### config.mk
export PLATFORM = sky130hd
export DESIGN_NAME = std_fifo_push_arbiter_flat
export DESIGN_NICKNAME = d
export VERILOG_FILES = /design/src/rtl/std_fifo_push_arbiter_if.sv /design/src/rtl/std_fifo_push_arbiter.sv /design/src/flat_wrapper.sv
export SDC_FILE = /design/constraint.sdc
export NUM_CORES = 1
export LEC_CHECK = 0
export CORE_MARGIN = 4
export CORE_UTILIZATION = 61
export CTS_BUF_LIST = sky130_fd_sc_hd__clkbuf_2
export DETAILED_ROUTE_END_ITERATION = 8
export DONT_BUFFER_PORTS = 1
export PLACE_DENSITY = 0.8
export RECOVER_POWER = 50
export REMOVE_ABC_BUFFERS = 1
export SLEW_MARGIN = 20
export SYNTH_ARGS = -nofsm -noshare
export SYNTH_HDL_FRONTEND = slang
export SYNTH_SLANG_ARGS = --single-unit
### constraint.sdc
create_clock -name clk -period 4.5 [get_ports clk]
set_clock_uncertainty 0.15 [all_clocks]
set_input_delay 0.9 -clock clk [delete_from_list [all_inputs] [get_ports clk]]
set_output_delay 0.9 -clock clk [all_outputs]
set_load 0.05 [all_outputs]
### src/rtl/std_fifo_push_arbiter_if.sv
// Push-side bundle between REQ producers, the arbiter and one std_fifo push port.
// master: producers/FIFO side; slave: the arbiter.
interface std_fifo_push_arbiter_if #(
  parameter int WIDTH   = 8,
  parameter int REQ     = 4,
  parameter int IDX_W   = 2,
  parameter int BURST_W = 3
);
  logic [REQ-1:0]       req;
  logic [REQ-1:0]       req_last;
  logic [REQ*WIDTH-1:0] req_d;
  logic [REQ-1:0]       grant;
  logic                 fifo_push;
  logic [WIDTH-1:0]     fifo_d;
  logic                 fifo_full;
  logic [IDX_W-1:0]     owner;
  logic                 locked;
  logic [BURST_W-1:0]   burst_cnt;

  modport master (
    output req, req_last, req_d, fifo_full,
    input  grant, fifo_push, fifo_d, owner, locked, burst_cnt
  );

  modport slave (
    input  req, req_last, req_d, fifo_full,
    output grant, fifo_push, fifo_d, owner, locked, burst_cnt
  );
endinterface

### src/rtl/std_fifo_push_arbiter.sv
// Round-robin write arbiter in front of a std_fifo push port; zero-latency grant.
// Define STD_FIFO_ARB_BURST_EN to enable burst locking (LOCKED state).
module std_fifo_push_arbiter #(
  parameter int WIDTH     = 8,
  parameter int REQ       = 4,
  parameter int IDX_W     = 2,
  parameter int MAX_BURST = 4,
  parameter int BURST_W   = 3
) (
  input logic                    clk,
  input logic                    rst,
  std_fifo_push_arbiter_if.slave bus
);

  typedef enum logic {IDLE = 1'b0, LOCKED = 1'b1} state_e;

`ifdef STD_FIFO_ARB_BURST_EN
  localparam bit BURST_ON = (MAX_BURST > 1);
`else
  localparam bit BURST_ON = 1'b0;
`endif

  state_e             state_q, state_d;
  logic [IDX_W-1:0]   ptr_q, ptr_d;
  logic [IDX_W-1:0]   owner_q, owner_d;
  logic [BURST_W-1:0] burst_cnt_q, burst_cnt_d;
  logic [BURST_W-1:0] cnt_inc;

  logic               gnt_any;
  logic [IDX_W-1:0]   gnt_idx;
  logic [REQ-1:0]     grant;
  logic [WIDTH-1:0]   fifo_d;

  function automatic logic [IDX_W-1:0] rr_idx(input logic [IDX_W-1:0] base, input int k);
    return IDX_W'((int'(base) + k) % REQ);
  endfunction

  function automatic logic [IDX_W-1:0] idx_next(input logic [IDX_W-1:0] i);
    return (int'(i) == REQ - 1) ? '0 : i + 1'b1;
  endfunction

  // Grant selection: locked owner only, otherwise first requester from ptr upward.
  // NOTE: every always_comb output gets a default first so no latch is inferred.
  always_comb begin
    gnt_any = 1'b0;
    gnt_idx = '0;
    if (rst && !bus.fifo_full) begin
      if (state_q == LOCKED) begin
        gnt_any = bus.req[owner_q];
        gnt_idx = owner_q;
      end else begin
        for (int k = 0; k < REQ; k++) begin
          if (!gnt_any && bus.req[rr_idx(ptr_q, k)]) begin
            gnt_any = 1'b1;
            gnt_idx = rr_idx(ptr_q, k);
          end
        end
      end
    end
  end

  always_comb begin
    grant  = '0;
    fifo_d = '0;
    if (gnt_any) begin
      grant[gnt_idx] = 1'b1;
      fifo_d         = bus.req_d[int'(gnt_idx)*WIDTH +: WIDTH];
    end
  end

  always_comb begin
    state_d     = state_q;
    ptr_d       = ptr_q;
    owner_d     = owner_q;
    burst_cnt_d = burst_cnt_q;
    cnt_inc     = burst_cnt_q + 1'b1;
    if (state_q == IDLE) begin
      // A single-word grant shows burst_cnt=1 for one cycle only.
      burst_cnt_d = '0;
      if (gnt_any) begin
        owner_d     = gnt_idx;
        burst_cnt_d = BURST_W'(1);
        if (BURST_ON && !bus.req_last[gnt_idx]) begin
          state_d = LOCKED;
        end else begin
          ptr_d = idx_next(gnt_idx);
        end
      end
    end else if (gnt_any) begin
      if (bus.req_last[owner_q] || cnt_inc == BURST_W'(MAX_BURST)) begin
        state_d     = IDLE;
        ptr_d       = idx_next(owner_q);
        burst_cnt_d = '0;
      end else begin
        burst_cnt_d = cnt_inc;
      end
    end
  end

  // NOTE: sequential state uses non-blocking assignments so all flops see pre-edge values.
  always_ff @(posedge clk) begin
    if (!rst) begin
      state_q     <= IDLE;
      ptr_q       <= '0;
      owner_q     <= '0;
      burst_cnt_q <= '0;
    end else begin
      state_q     <= state_d;
      ptr_q       <= ptr_d;
      owner_q     <= owner_d;
      burst_cnt_q <= burst_cnt_d;
    end
  end

  assign bus.grant     = grant;
  assign bus.fifo_push = gnt_any;
  assign bus.fifo_d    = fifo_d;
  assign bus.owner     = owner_q;
  assign bus.burst_cnt = burst_cnt_q;
`ifdef STD_FIFO_ARB_BURST_EN
  assign bus.locked    = (state_q == LOCKED);
`else
  assign bus.locked    = 1'b0;
`endif

endmodule

### src/flat_wrapper.sv
// flat-port wrapper written by rule: the top's interface ports become plain ports
module std_fifo_push_arbiter_flat 
#(
  parameter int WIDTH     = 8,
  parameter int REQ       = 4,
  parameter int IDX_W     = 2,
  parameter int MAX_BURST = 4,
  parameter int BURST_W   = 3
)
  (clk, rst, bus_req, bus_req_last, bus_req_d, bus_fifo_full, bus_grant, bus_fifo_push, bus_fifo_d, bus_owner, bus_locked, bus_burst_cnt);
  std_fifo_push_arbiter_if #(.WIDTH(WIDTH), .REQ(REQ), .IDX_W(IDX_W), .BURST_W(BURST_W)) bus_i ();
  input logic clk;
  input logic rst;
  input wire logic [$bits(bus_i.req)-1:0] bus_req;
  input wire logic [$bits(bus_i.req_last)-1:0] bus_req_last;
  input wire logic [$bits(bus_i.req_d)-1:0] bus_req_d;
  input wire logic [$bits(bus_i.fifo_full)-1:0] bus_fifo_full;
  output wire logic [$bits(bus_i.grant)-1:0] bus_grant;
  output wire logic [$bits(bus_i.fifo_push)-1:0] bus_fifo_push;
  output wire logic [$bits(bus_i.fifo_d)-1:0] bus_fifo_d;
  output wire logic [$bits(bus_i.owner)-1:0] bus_owner;
  output wire logic [$bits(bus_i.locked)-1:0] bus_locked;
  output wire logic [$bits(bus_i.burst_cnt)-1:0] bus_burst_cnt;
  assign bus_i.req = bus_req;
  assign bus_i.req_last = bus_req_last;
  assign bus_i.req_d = bus_req_d;
  assign bus_i.fifo_full = bus_fifo_full;
  assign bus_grant = bus_i.grant;
  assign bus_fifo_push = bus_i.fifo_push;
  assign bus_fifo_d = bus_i.fifo_d;
  assign bus_owner = bus_i.owner;
  assign bus_locked = bus_i.locked;
  assign bus_burst_cnt = bus_i.burst_cnt;
  std_fifo_push_arbiter #(.WIDTH(WIDTH), .REQ(REQ), .IDX_W(IDX_W), .MAX_BURST(MAX_BURST), .BURST_W(BURST_W)) u_core (.clk(clk), .rst(rst), .bus(bus_i));
endmodule
# Word-level counts from Yosys, hierarchy flattened
# Cells that the tools add are included.
op_classes:
  n_eq_ne: 5
  multipliers: 0
  div: 0
  reduce_logical: 13
  shift: 1
  muxes: 46
  add_sub_neg: 6
  bitwise: 1
  n_lt_le_gt_ge: 7
op_table:
  columns: ["cell", "count"]
  rows:
  - ["indexed part select 32 x 6 -> 8 bit", 1]
  - ["2-to-1 mux 2 bit", 12]
  - ["2-to-1 mux 1 bit", 22]
  - ["less-than comparator 2 x 3 -> 1 bit, second input constant", 6]
  - ["binary-select mux 1 bit (select 2 bit)", 6]
  - ["2-to-1 mux 3 bit", 3]
  - ["2-to-1 mux 8 bit", 1]
  - ["adder 2 x 1 -> 2 bit, second input constant", 3]
  - ["AND reduction 2 bit", 3]
  - ["logical AND 1 bit", 5]
  - ["adder 2 bit, second input constant", 2]
  - ["== test 2 x 1 -> 1 bit, second input constant", 2]
  - ["zero test 1 bit", 4]
  - ["2-to-1 mux 4 bit", 1]
  - ["inequality test 2 bit, second input constant", 2]
  - ["adder 3 x 1 -> 3 bit, second input constant", 1]
  - ["== test 3 bit, second input constant", 1]
  - ["demux 1 bit (select 2 bit)", 1]
  - ["greater-or-equal comparator 2 x 1 -> 1 bit, second input constant", 1]
  - ["logical OR 1 bit", 1]
  - ["NOT 1 bit", 1]
totals:
  rom_bits: 0
  ram_bits: 0
  inputBits: 43
  n_memories: 0
  latchBits: 0
  register_bits: 8
  out_inout_bits: 19

# Logic depth before layout (Yosys ltp)
# Gate-level depths: netlist of the first run.
depth:
  word_depth: 25
  mapped_depth: 10
  ltp_nobuf: 8

# Worst setup path before layout of the first run
# No wires, ideal clock.
synth_path:
  path_kind: "input -> output"
  startpoint: "input port bus_fifo_full"
  endpoint: "output port bus_grant[2]"
  path_buffers: 3
  arrival_ns: 2.772
  cell_stages: 6
  path_slack_ns: 0.678
  cell_sequence: "clkbuf_1 -> nand2b_4 -> clkbuf_1 -> a21oi_1 -> clkbuf_1 -> and2_1"
synth_between:
  elab_cells_between_ends: 10
synth_lines:
  columns: ["element", "line", "source"]
  rows:
  - ["start, declared", "flat_wrapper.sv:17", "input wire logic [$bits(bus_i.fifo_full)-1:0] bus_fifo_full;"]
  - ["zero test 1 bit", "std_fifo_push_arbiter.sv:47", "if (rst && !bus.fifo_full) begin"]
  - ["logical AND 1 bit", "std_fifo_push_arbiter.sv:47", null]
  - ["2-to-1 mux 1 bit", "std_fifo_push_arbiter.sv:47", null]
  - ["named net bus_fifo_push", "flat_wrapper.sv:19", "output wire logic [$bits(bus_i.fifo_push)-1:0] bus_fifo_push;"]
  - ["2-to-1 mux 4 bit", "std_fifo_push_arbiter.sv:65", "if (gnt_any) begin"]
  - ["end, declared", "flat_wrapper.sv:18", "output wire logic [$bits(bus_i.grant)-1:0] bus_grant;"]
# The timed path passes the listed nets, and every way through them passes these cells.

# Worst setup path after layout of the first run
layout_path:
  startpoint: "input port bus_fifo_full"
  endpoint: "output port bus_grant[1]"
layout_between:
  elab_chain_cells: 8
  elab_cells_between_ends: 10
layout_lines:
  columns: ["element", "line", "source"]
  rows:
  - ["zero test 1 bit (*)", "std_fifo_push_arbiter.sv:47", null]
  - ["logical AND 1 bit (*)", "std_fifo_push_arbiter.sv:47", null]
  - ["2-to-1 mux 2 bit (*)", "std_fifo_push_arbiter.sv:47", null]
  - ["named net u_core.gnt_idx[0]", "std_fifo_push_arbiter.sv:30", "logic [IDX_W-1:0] gnt_idx;"]
  - ["less-than comparator 2 x 3 -> 1 bit (implied by the code) / greater-or-equal comparator 2 x 1 -> 1 bit (equally long branches)", "std_fifo_push_arbiter.sv:66", "grant[gnt_idx] = 1'b1;"]
  - ["logical AND 1 bit (implied by the code)", "std_fifo_push_arbiter.sv:66", null]
  - ["2-to-1 mux 1 bit (implied by the code)", "std_fifo_push_arbiter.sv:66", null]
  - ["demux 1 bit (select 2 bit) (*)", null, null]
  - ["2-to-1 mux 4 bit (*)", "std_fifo_push_arbiter.sv:65", null]
# Mark *: on every way through the listed nets, which the timed path passes. The rest lies on a longest branch.

==> metrics.md, run 1 <==
| Metric | Value |
|---|---|
| Final net count | roughly 180 |
| First-pass GRT wire length | 4320 um |
| Starting Density | 68.0% |
| Die area | 0.00251 mm^2 |
| Largest net degree at the start of global routing | 20 |
| Drt via density | between 6 and 7 |
| Antenna viol nets, final | 0 |
| Clock power frac | 20.8% |
| NetSw | 0.0859 mW |
| LEAKAGE | 0.480 nW |
| Synth Instances | 132 |
| Routed Wire Length | 2640 um |
| Post-DP HPWL | 2060 um |
| Setup ws final | ~0.65 ns |
| CTS root buffer | clkbuf_2 |
| 1st-iter DRT viols | 22 |
| Ys flop type | dfxtp_1 |
| Die height | 50.1 um |
| # Max-Cap Violations | 0 |
| Sequential-to-total area share from yosys stat | 14.8% |
| CTS tree | built |
| Max Freq | ~260 MHz |
| Hold WC Path Type | reg2reg |
| Commonest non-fill, non-tap cells in the layout | 16 x nand3_1, 12 x o21ai_0, 9 x o211a_1, 8 x mux2_2, 8 x dfxtp_1 |
| I/O pins | 62 |
| Synth warnings | 0 |
| CP endpoint kind | output port |
| Worst EP required | between 3 and 4 ns |
| Flops & latches, synth | 8 |
| Resized cells post-CTS | 0 |
| Maximum buffer depth of the clock tree | 2 |
| Core area | 0.00159 mm^2 |
| DRC Markers | 0 |
| Routability Congestion | between 0.8 and 0.9 |
| Layout cells sized above 1 | 18.5% |
| Post-synthesis average cell area | between 8 and 9 um^2 |
| Sw Share | 41.9% |
| 1st-pass router iterations | 4 |
| Synth unique cells | 46 |
| Number of post-CTS setup repair buffers | 0 |
| Setup crit start kind | input pin |
| Crit path DAT | 2.80 ns |
| Final Max Slew Viols | 0 |
| Initial antenna violation count | 0 |
| Final setup violation count | 0 |
| Tcrit/Tclk final | 85.7% |
| Worst Tran Pin Value | approximately 1.1 ns |
| Cell area after synthesis | 0.00108 mm^2 |
| Clock sinks | 8 |
| Cell Int Power | between 0.1 and 0.15 mW |
| Ys async rst share | 0% |
| Die Wd | 50.1 um |
| Setup tns final | 0 ns |
| Vias in the first global route | ~1000 |
| DR vias | 1002 |
| N_diodes | 0 |
| EDFF count, synth | 0 |
| GR Util All Layers | about a fifth |
| Remaining global-route overflow | 0 |
| CTS Hold Bufs | 0 |
| Share of total power in sequential cells | 37.6% |
| Worst-path clk slew | 0.07 ns |
| Crit path kind | in2out |
| Worst-skew pair later-pin latency | 0.23 ns |
| Area grow syn2layout | 0.346% |
| Power Density | 189 mW/mm^2 |
| Routed len/inst | 17.2 um |
| Endpoints failing hold | 0 |
| Final min period | 3.85 ns |
| IO buf count | 0 |
| # H-tree levels | 1 |
| RSZ-0062 raised after global routing | false |
| Most common cell after layout, fill and taps aside | nand3_1 |
| Part of the power in combinational logic | 41.6% |
| VDD IR max | approximately 0.00011 V |
| Post-place setup slack | 0.763 ns |
| CTS Buf Count | 3 |
| Crit-path max FO | 19 |
| Fillcell total | 151 |
| Run status | finished, final reports clean |
| Rows | 14 |
| Slew HR | 28.3% |
[sequential cells by signal (all words and copies together), names as in the netlist]
register,count
u_core.state_q,1
u_core.bus.burst_cnt,3
u_core.ptr_q,2
u_core.bus.owner,2
[worst max-delay path: stages]
cell and delay (ns):
nand2b_4 0.20, nor3_1 0.25, nor4b_1 0.50, a31oi_2 0.06, buf_4 0.22, inv_1 0.09, ha_1 0.14, and2_1 0.43
[synth_stat cells (all sizes together) (2+ instances only)]
cell,number,area (um^2)
a21boi,3,22.5
a21oi,4,31.3
and2,6,37.5
buf,6,46.3
clkbuf,3,11.3
dfxtp,8,160
ha,6,75.1
inv,5,18.8
mux2,8,90.1
mux4,2,48.8
nand2,7,28.8
nand2b,3,26.3
nand3,16,80.1
nor2,7,42.5
nor2b,3,18.8
nor3,2,10.0
o211a,9,90.1
o211ai,2,15.0
o21a,2,16.3
o21ai,13,65.1
o31ai,2,15.0
[final timing paths]
check | start | endpoint | slack (ns) | cells after the start
setup / recovery | bus_fifo_full | bus_grant[1] | 0.65 | 8
hold / removal | u_core.ptr_q[1]$_SDFFE_PN0P_ | u_core.ptr_q[1]$_SDFFE_PN0P_ | 0.45 | 2
setup reg to reg | u_core.ptr_q[1]$_SDFFE_PN0P_ | u_core.ptr_q[1]$_SDFFE_PN0P_ | 2.12 | 9
hold reg to reg | u_core.ptr_q[1]$_SDFFE_PN0P_ | u_core.ptr_q[1]$_SDFFE_PN0P_ | 0.45 | 2
[kinds of logic (layout without fill, tap and decap cells)]
family	after synthesis	in the layout	share of synthesized area (%)
flops	8	8	14.8
mux	11	11	13.7
fa+ha+maj	6	6	6.93
simple gates	49	49	26.3
compound gates	41	41	29.2
xor+xnor	2	2	1.62
other cells	1	1	0.346
buf+inv	14	12	7.04
[routing by layer]
layer / GRT usage [%] / wire length [um]
met1: 26.8 / 1100
met2: 35.2 / 1310
met3: 5.33 / 217
met4: 6.45 / 23
met5: 0 / 0
[power groups by stage]
| stage | sequential (mW) | clock [mW] | combinational [mW] |
|---|---|---|---|
| detailed placement | 0.0788 | 0 | 0.0863 |
| finish | 0.0772 | 0.0427 | 0.0852 |
| CTS | 0.0772 | 0.0435 | 0.0867 |
| global route | 0.0776 | 0.0469 | 0.0918 |
| global placement | 0.0787 | 0 | 0.0842 |
| floorplan | 0.0837 | 0 | 0.0679 |
[through the flow]
stage	hold slack (ns)	cells	power, mW	util [%]	cell area (um^2)
after floorplan	0.376	123	0.152	-	1030
after global placement	0.411	151	0.163	68.4	1090
after detailed placement	0.433	151	0.165	68.4	1090
after CTS	0.445	154	0.207	69.3	1100
after global routing	0.462	154	0.216	68.2	1090
final	0.449	154	0.205	68.2	1090
[cell type report]
class	instances	area, um^2	share of cell area [%]
Tap cell	24	30.0	2.76
Multi-Input combinational cell	110	833	76.6
Inverter	5	18.8	1.73
Timing Repair Buffer	4	30.0	2.76
Clock buffer	3	15.0	1.38
Sequential cell	8	160	14.7
Note: power is estimated with default switching activity, not from simulation.
==> run 2: changes to the inputs <==
--- a/config.mk
+++ b/config.mk
@@ -10,7 +10,7 @@
 export CTS_BUF_LIST = sky130_fd_sc_hd__clkbuf_2
 export DETAILED_ROUTE_END_ITERATION = 8
 export DONT_BUFFER_PORTS = 1
-export PLACE_DENSITY = 0.8
+export PLACE_DENSITY_LB_ADDON = 0.05
 export RECOVER_POWER = 50
 export REMOVE_ABC_BUFFERS = 1
 export SLEW_MARGIN = 20
==> metrics.md, run 2 (synthesis results as in run 1) <==
| Metric | Value |
|---|---|
| Starting Density | 68.0% (unchanged) |
| Rows | 14 (unchanged) |
| Final min period | 3.83 ns (-0.0254 ns) |
| Worst EP required | 3.45 ns (about the same) |
| Fin util | 68.8% (+0.55 points) |
| Die height | 50.1 um (unchanged) |
| Design Power | 0.207 mW (+0.90%) |
| Multi-input logic area | 842 um^2 (+1.1%) |
| Resized cells post-CTS | 0 (unchanged) |
| Design area | 0.00110 mm^2 (+0.81%) |
| Core area | 0.00159 mm^2 (unchanged) |
| RSZ-0062 raised after global routing | false |
| Setup crit start kind | input pin |
| Clock sinks | 8 (unchanged) |
| Routed Wire Length | 2570 um (-2.7%) |
| Crit path cell chain | nand2b_4, nor3_1, nor4b_1, a31oi_2, buf_4, inv_1, ha_1, and2_1 |
| Hold WC Path Type | reg2reg |
| Antenna viol nets, final | 0 (unchanged) |
| Routability Congestion | 0.815 (-8.4%) |
| Endpoints failing hold | 0 (unchanged) |
| Family with the most delay on the worst path | simple AND/OR/NAND/NOR gates |
| CTS Buf Count | 3 (unchanged) |
| Layout cells sized above 1 | 18.5% (unchanged) |
| # H-tree levels | 1 (unchanged) |
| Area grow syn2layout | 1.15% |
| 1st-pass router iterations | 4 (unchanged) |
| Commonest non-fill, non-tap cells in the layout | 16 x nand3_1, 12 x o21ai_0, 9 x o211a_1, 8 x mux2_2, 8 x dfxtp_1 |
| Maximum buffer depth of the clock tree | 2 (unchanged) |
| Setup ws final | 0.671 ns (+0.0254 ns) |
| Final setup violation count | 0 (unchanged) |
| Post-DP HPWL | 2030 um (-1.5%) |
| Die area | 0.00251 mm^2 (unchanged) |
| Vias in the first global route | 1019 (+2.7%) |
| Worst Tran Pin Value | 1.08 ns (+0.00663 ns) |
| GR Util All Layers | 21.6% (+0.48 points) |
| IO buf count | 0 (unchanged) |
| Worst-skew pair later-pin latency | 0.24 ns (about the same) |
| Number of post-CTS setup repair buffers | 0 (unchanged) |
| CTS tree | built |
| Placed Area | 0.00109 mm^2 (unchanged) |
| Power Density | 189 mW/mm^2 (about the same) |
| Post-place setup slack | 0.771 ns (+0.00777 ns) |
| VDD IR max | 0.000106 V (-3.4%) |
| DRC Markers | 0 (unchanged) |
| Fillcell total | 144 (-4.6%) |
| Remaining global-route overflow | 0 (unchanged) |
| Max Freq | 261 MHz (+0.66%) |
| Die Wd | 50.1 um (unchanged) |
| Setup slack, reg-to-reg | 2.14 ns (+0.02 ns) |
| CTS Hold Bufs | 0 (unchanged) |
| Worst stage delay on the critical path | 0.48 ns (-0.02 ns) |
| Final Max Slew Viols | 0 (unchanged) |
| Worst-path clk slew | 0.09 ns (+0.02 ns) |
| Initial antenna violation count | 0 (unchanged) |
| Register area | 160 um^2 (unchanged) |
| Crit path kind | in2out |
| Routed len/inst | 16.7 um (-2.7%) |
| Tcrit/Tclk final | 85.1% (-0.56 points) |
| LEAKAGE | 0.480 nW (about the same) |
| Slew HR | 27.9% (-0.44 points) |
| # Max-Cap Violations | 0 (unchanged) |
| Most common cell after layout, fill and taps aside | nand3_1 |
| Setup tns final | 0 ns (unchanged) |
| 1st-iter DRT viols | 13 (-41%) |
| Crit-path max FO | 19 (unchanged) |
| CP endpoint kind | output port |
| DR vias | 998 (-0.40%) |
| Crit path DAT | 2.78 ns (-0.02 ns) |
| CP Buf/Inv Count | 2 (unchanged) |
| Drt via density | 6.48 (-0.40%) |
| I/O pins | 62 (unchanged) |
| Run status | finished, final reports clean |
| First-pass GRT wire length | 4350 um (+0.79%) |
| Final net count | 181 (unchanged) |
| Largest net degree at the start of global routing | 20 (unchanged) |
| N_diodes | 0 (unchanged) |
| CTS root buffer | clkbuf_2 |
| Critical path's slowest cell | nor4b_1 |
| Max reg flops | 3 (unchanged) |
## run 2: worst min-delay path, cell delays in order, from the launching register on
cell	delay (ns)
dfxtp_1	0.37
o211ai_1	0.10
o31ai_1	0.07
## run 2: path summary, 6_finish.rpt
path / from / end / depth (start not counted)
max: bus_fifo_full / bus_grant[3] / 8
min: u_core.ptr_q[1]$_SDFFE_PN0P_ / u_core.ptr_q[1]$_SDFFE_PN0P_ / 2
max reg2reg: u_core.ptr_q[1]$_SDFFE_PN0P_ / u_core.ptr_q[1]$_SDFFE_PN0P_ / 9
min reg2reg: u_core.ptr_q[1]$_SDFFE_PN0P_ / u_core.ptr_q[1]$_SDFFE_PN0P_ / 2
## run 2: power breakdown
part           internal (mW)  leakage [nW]  switching, mW  total [mW]
registers             0.0733        0.0653        0.00387      0.0771
logic                 0.0283         0.402         0.0573      0.0856
clock network         0.0182        0.0125         0.0260      0.0442
total                  0.120         0.480         0.0872       0.207
## run 2: area by class of cell
cell class / count / share of cell area [%]
clock buffer: 3 / 1.37
tap: 24 / 2.74
inverter: 5 / 1.71
timing repair buffer: 4 / 2.74
multi-input combinational: 110 / 76.8
sequential: 8 / 14.6
## run 2: per-layer routing
metal  vias to the layer above  part of all wire, %  GRT usage [%]
met3                         2                  7.6           4.44
met2                        46                   49           34.8
li1                        486                    -              -
met4                         0                 0.47           10.6
met1                       464                   43           27.4
met5                         -                    0              0
## run 2: metrics by stage
stage,instances,hold WS [ns]
finish,154,0.435
floorplan,123,0.376
global placement,151,0.408
global route,154,0.467
CTS,154,0.438
detailed placement,151,0.424
==> RTL edit 1: new RTL, flow settings as in run 1 <==
`BURST_W` is set to 3 in 3 places; all go to 6.
--- a/src/rtl/std_fifo_push_arbiter_if.sv
+++ b/src/rtl/std_fifo_push_arbiter_if.sv
@@ -6,3 +6,3 @@
   parameter int IDX_W   = 2,
-  parameter int BURST_W = 3
+  parameter int BURST_W = 6
 );
--- a/src/rtl/std_fifo_push_arbiter.sv
+++ b/src/rtl/std_fifo_push_arbiter.sv
@@ -7,3 +7,3 @@
   parameter int MAX_BURST = 4,
-  parameter int BURST_W   = 3
+  parameter int BURST_W   = 6
 ) (
--- a/src/flat_wrapper.sv
+++ b/src/flat_wrapper.sv
@@ -7,3 +7,3 @@
   parameter int MAX_BURST = 4,
-  parameter int BURST_W   = 3
+  parameter int BURST_W   = 6
 )
Interface: changed (resized bus_burst_cnt); port bits go from 62 to 65. The function was not compared with the original's and may differ.
==> RTL edit 1 against run 1 <==
Wire length increased by 12%. Register-to-register slack got worse by 0.60 ns. Worst setup slack got worse by 0.27 ns. Design area increased by 17%. Cell count increased by 13%. Total power increased by 36%. Sequential cell count increased by 3. Synthesized area increased by 11%. Highest routed layer unchanged.
==> RTL edit 1: results (changes against run 1) <==
outcome complete, no violations; Final #Nets 196 (+8.3%); number of flip-flops in the largest register 6 (+3); global routing usage on met3 8.83% (+3.5 points); Crit Path Max Fanout 8 (-11); global-route wire length before repair 4340 um (+0.49%); worst-case headroom to the max-slew limit 29.6% (+1.4 points); met1 WL 1060 um (-3.0%); placed wire-length estimate 2430 um (+18%); Routability Congestion 0.827 (-7.0%); met1 track demand over resource 20.1% (-6.7 points); commonest cells in the netlist sky130_fd_sc_hd__mux2i_1 (23), sky130_fd_sc_hd__nor2_1 (12), sky130_fd_sc_hd__dfxtp_1 (11); total via count in the routed design 1106 (+10%); GRT Util Overall 21.0% (-0.16 points); clock insertion delay at the later pin of the skew report 0.27 ns (+0.04 ns); met2 capacity usage during global routing 40.3% (+5.1 points); largest cells by area after synthesis sky130_fd_sc_hd__mux2i_1 (19%), sky130_fd_sc_hd__dfxtp_1 (18%), sky130_fd_sc_hd__mux4_1 (4.4%); worst vdd rail ir drop 0.220 mV (+100%); sequential element share of the synthesized area 18.2% (+3.5 points); number of library cell types mapped by synthesis 40 (-13%); length of routed met3 wiring 266 um (+23%); met2 routed WL 1590 um (+21%); routed length per placed instance 17.0 um (-0.74%); arrival time of the worst setup path 3.08 ns (+0.28 ns); worst reg2reg path startpoint u_core.bus.owner[0]; number of global-route vias before repair 1025 (+3.3%); antenna diode count 0 (unchanged)
==> RTL edit 1: changes by cell type in the layout (fill, tap and decap cells not counted), sizes merged, moves of 6 or more <==
cell | run 1 | this run
o22ai | 1 | 7
o211a | 9 | 2
mux2 | 8 | 2
buf | 4 | 10
nand3 | 16 | 0
mux2i | 1 | 23
==> RTL edit 1: layout make-up <==
cell class                 count  area (um^2)
inverter                       5         18.8
sequential                    11          220
fill                         156          534
tap                           25         31.3
timing repair buffer          12         82.6
clock buffer                   4         20.0
multi-input combinational    117          895
==> RTL edit 1: metrics by stage <==
| step | cells | cell area [um^2] | utilization [%] |
|---|---|---|---|
| 6_report | 174 | 1270 | 70.3 |
| 5_1_grt | 174 | 1270 | 70.3 |
| 4_1_cts | 174 | 1280 | 71.2 |
| 3_5_place_dp | 170 | 1260 | 70.1 |
| 3_3_place_gp | 170 | 1260 | 70.1 |
| 2_1_floorplan | 133 | 1140 | - |
==> RTL edit 1: path summary, 6_finish.rpt <==
path | to | slack, ns | depth (start not counted)
worst max-delay path | bus_fifo_d[5] | 0.37 | 7
worst min-delay path | u_core.ptr_q[1] | 0.58 | 1
worst max register to register | u_core.bus.burst_cnt[0] | 1.52 | 6
worst min register to register | u_core.ptr_q[1] | 0.58 | 1
==> RTL edit 1: worst max-delay path, cell delays in order <==
cell and delay, ns:
sky130_fd_sc_hd__nand2b_1 0.11, sky130_fd_sc_hd__nand4b_1 0.14, sky130_fd_sc_hd__a21oi_1 0.15, sky130_fd_sc_hd__nor3_2 0.82
sky130_fd_sc_hd__nand2_1 0.41, sky130_fd_sc_hd__o22ai_1 0.31, sky130_fd_sc_hd__buf_4 0.24
==> RTL edit 1: power groups by stage <==
| stage | Clock, mW | Sequential (mW) | Combinational, mW |
|---|---|---|---|
| floorplan | 0 | 0.115 | 0.0873 |
| global placement | 0 | 0.111 | 0.111 |
| detailed placement | 0 | 0.111 | 0.113 |
| CTS | 0.0604 | 0.109 | 0.114 |
| global route | 0.0662 | 0.110 | 0.119 |
| finish | 0.0591 | 0.109 | 0.112 |
==> RTL edit 1: logic make-up after synthesis <==
| kind of cell | count (synthesis) | synth area share (%) |
|---|---|---|
| buffers and inverters | 11 | 7.46 |
| XOR/XNOR | 2 | 1.45 |
| adder cells (fa/ha/maj) | 3 | 3.11 |
| AO/OA/AOI/OAI | 33 | 19.2 |
| AND/OR/NAND/NOR | 51 | 25.0 |
| multiplexers | 27 | 25.3 |
| flip-flops | 11 | 18.2 |
| other | 1 | 0.311 |
==> RTL edit 2: new RTL, flow settings as in run 1 <==
Made on the original files. Reset style: asynchronous (`rst`), changed in one clocked block.
--- a/src/rtl/std_fifo_push_arbiter.sv
+++ b/src/rtl/std_fifo_push_arbiter.sv
@@ -100,3 +100,3 @@
   // NOTE: sequential state uses non-blocking assignments so all flops see pre-edge values.
-  always_ff @(posedge clk) begin
+  always_ff @(posedge clk or negedge rst) begin
     if (!rst) begin
Formal check against the unedited RTL: differs if rst is asserted again (counterexample within 4 cycles, from zero or initial values and one cycle with rst low); with rst held inactive, the same outputs for 4 cycles.
==> RTL edit 2 against run 1 <==
Global-route usage is 0.49 points lower. Wire length fell by 11%. Synthesized area fell by 12%. Sequential cell count unchanged. Cell count shrank 15%. Design area decreased by 6.9%. Critical path type is now reg2out. Maximum frequency decreased by 3.1%. Utilization fell by 0.23 points. Worst setup slack lost 0.12 ns. Largest cell class unchanged.
Power is left out: it rests on default switching activity, and per cell area and clock period it moved more than threefold.
==> RTL edit 2: results (changes against run 1) <==
outcome complete, no violations; CTS max path bufs 2 (unchanged); commonest cells in the netlist sky130_fd_sc_hd__mux2i_1 (19), sky130_fd_sc_hd__o22ai_1 (9), sky130_fd_sc_hd__dfrtp_1 (8); Routability Congestion 0.808 (-9.2%); count of cells along the worst register-to-register path 6 (-3); global-route wire length before repair 3270 um (-24%); TritonCTS Buffers 3 (unchanged); First DRT Iteration DRCs 17 (-23%); clock insertion delay at the later pin of the skew report 0.23 ns (about the same); vias per cell 6.40 (-1.7%); count of instances resized after the clock tree is built 0 (unchanged); GRT Util Overall 20.7% (-0.49 points); share of synthesized registers carrying an async set or reset 100% (+100 points); part of the cycle the worst path needs 88.4% (+2.8 points); number of global-route vias before repair 836 (-16%); clock-pin slew of the registers on the worst-case setup and hold paths 0.08 ns; Setup WS pre-CTS 0.753 ns (-0.00959 ns); worst-case headroom to the max-slew limit 44.5% (+16 points); Crit Path Max Fanout 12 (-7); sequential element share of the synthesized area 20.9% (+6.1 points); routed length per placed instance 17.9 um (+4.3%); worst reg-to-reg setup slack 1.77 ns (-0.35 ns); placed wire-length estimate 1910 um (-7.1%); arrival time of the worst setup path 2.93 ns (+0.13 ns); reg-to-reg endpoint u_core.ptr_q[0]; worst reg2reg path startpoint u_core.bus.owner[0]; flip-flop cell with the highest count after synthesis sky130_fd_sc_hd__dfrtp_1; cell chosen for the clock root sky130_fd_sc_hd__clkbuf_2; antenna diode count 0 (unchanged); Final #Nets 166 (-8.3%); fraction of final layout cells with drive strength greater than 1 19.1% (+0.67 points); number of library cell types mapped by synthesis 36 (-22%); worst min-delay path class in2async; largest cells by area after synthesis sky130_fd_sc_hd__dfrtp_1 (21%), sky130_fd_sc_hd__mux2i_1 (20%), sky130_fd_sc_hd__ha_1 (7.8%); maximum number of pins on one net before global-route repair 13 (-35%)
[RTL edit 2: cell count changes after synthesis, moves of 8 or more]
cell | before | now
sky130_fd_sc_hd__nand3_1 | 16 | 0
sky130_fd_sc_hd__dfrtp_1 | 0 | 8
sky130_fd_sc_hd__mux2i_1 | 1 | 19
sky130_fd_sc_hd__o22ai_1 | 1 | 9
sky130_fd_sc_hd__dfxtp_1 | 8 | 0
sky130_fd_sc_hd__o211a_1 | 9 | 0
[RTL edit 2: cell type report]
type                    instances  area, um^2
flip-flops and latches          8         200
multi-input cells              88         679
clock buffers                   3        15.0
repair buffers                 11        78.8
inverters                       5        18.8
well taps                      16        20.0
fillers                       117         477
[RTL edit 2: worst max-delay path by stage]
stage                                    from            end  cells after the start
final                     u_core.bus.owner[0]  bus_fifo_d[0]                      7
after global routing      u_core.bus.owner[0]  bus_fifo_d[0]                      7
after CTS                       bus_fifo_full  bus_fifo_d[0]                      8
after detailed placement        bus_fifo_full  bus_fifo_d[0]                      8
after global placement          bus_fifo_full  bus_fifo_d[0]                      8
after floorplan                    bus_req[2]  bus_fifo_d[6]                      5
[RTL edit 2: metrics by stage]
step,hold slack (ns),util [%],cell area (um^2),std cells
final,0.204,68.0,1010,131
after global placement,0.408,67.6,1010,128
after floorplan,0.390,-,905,101
after global routing,0.183,68.0,1010,131
after CTS,0.195,68.7,1020,131
after detailed placement,0.430,67.6,1010,128
[RTL edit 2: logic make-up (layout without fill, tap and decap cells)]
kind of cell,Yosys count,after routing,share of synthesized area [%]
other,1,1,0.392
adders and majority gates,6,6,7.84
DFF,8,8,20.9
and+or+nand+nor,29,29,18.3
muxes,22,22,24.6
xor gates and xnor gates,1,1,0.915
AOI/OAI and AO/OA,29,29,19.6
buffers and inverters,11,19,7.45
[RTL edit 2: metal layers]
metal	wire [um]	up-vias	track usage, %
met2	1200	43	39.3
met1	891	387	21.1
met5	0	-	0
met4	23	0	9.68
li1	-	406	-
met3	228	2	4.51
[RTL edit 2: worst max-delay path, stage by stage (launching register included)]
cell	delay, ns
sky130_fd_sc_hd__dfrtp_1	0.38
sky130_fd_sc_hd__clkbuf_1	0.65
sky130_fd_sc_hd__mux4_2	0.36
sky130_fd_sc_hd__nand2_1	0.07
sky130_fd_sc_hd__a21oi_2	0.43
sky130_fd_sc_hd__nand2_1	0.31
sky130_fd_sc_hd__o22ai_1	0.27
sky130_fd_sc_hd__buf_4	0.24
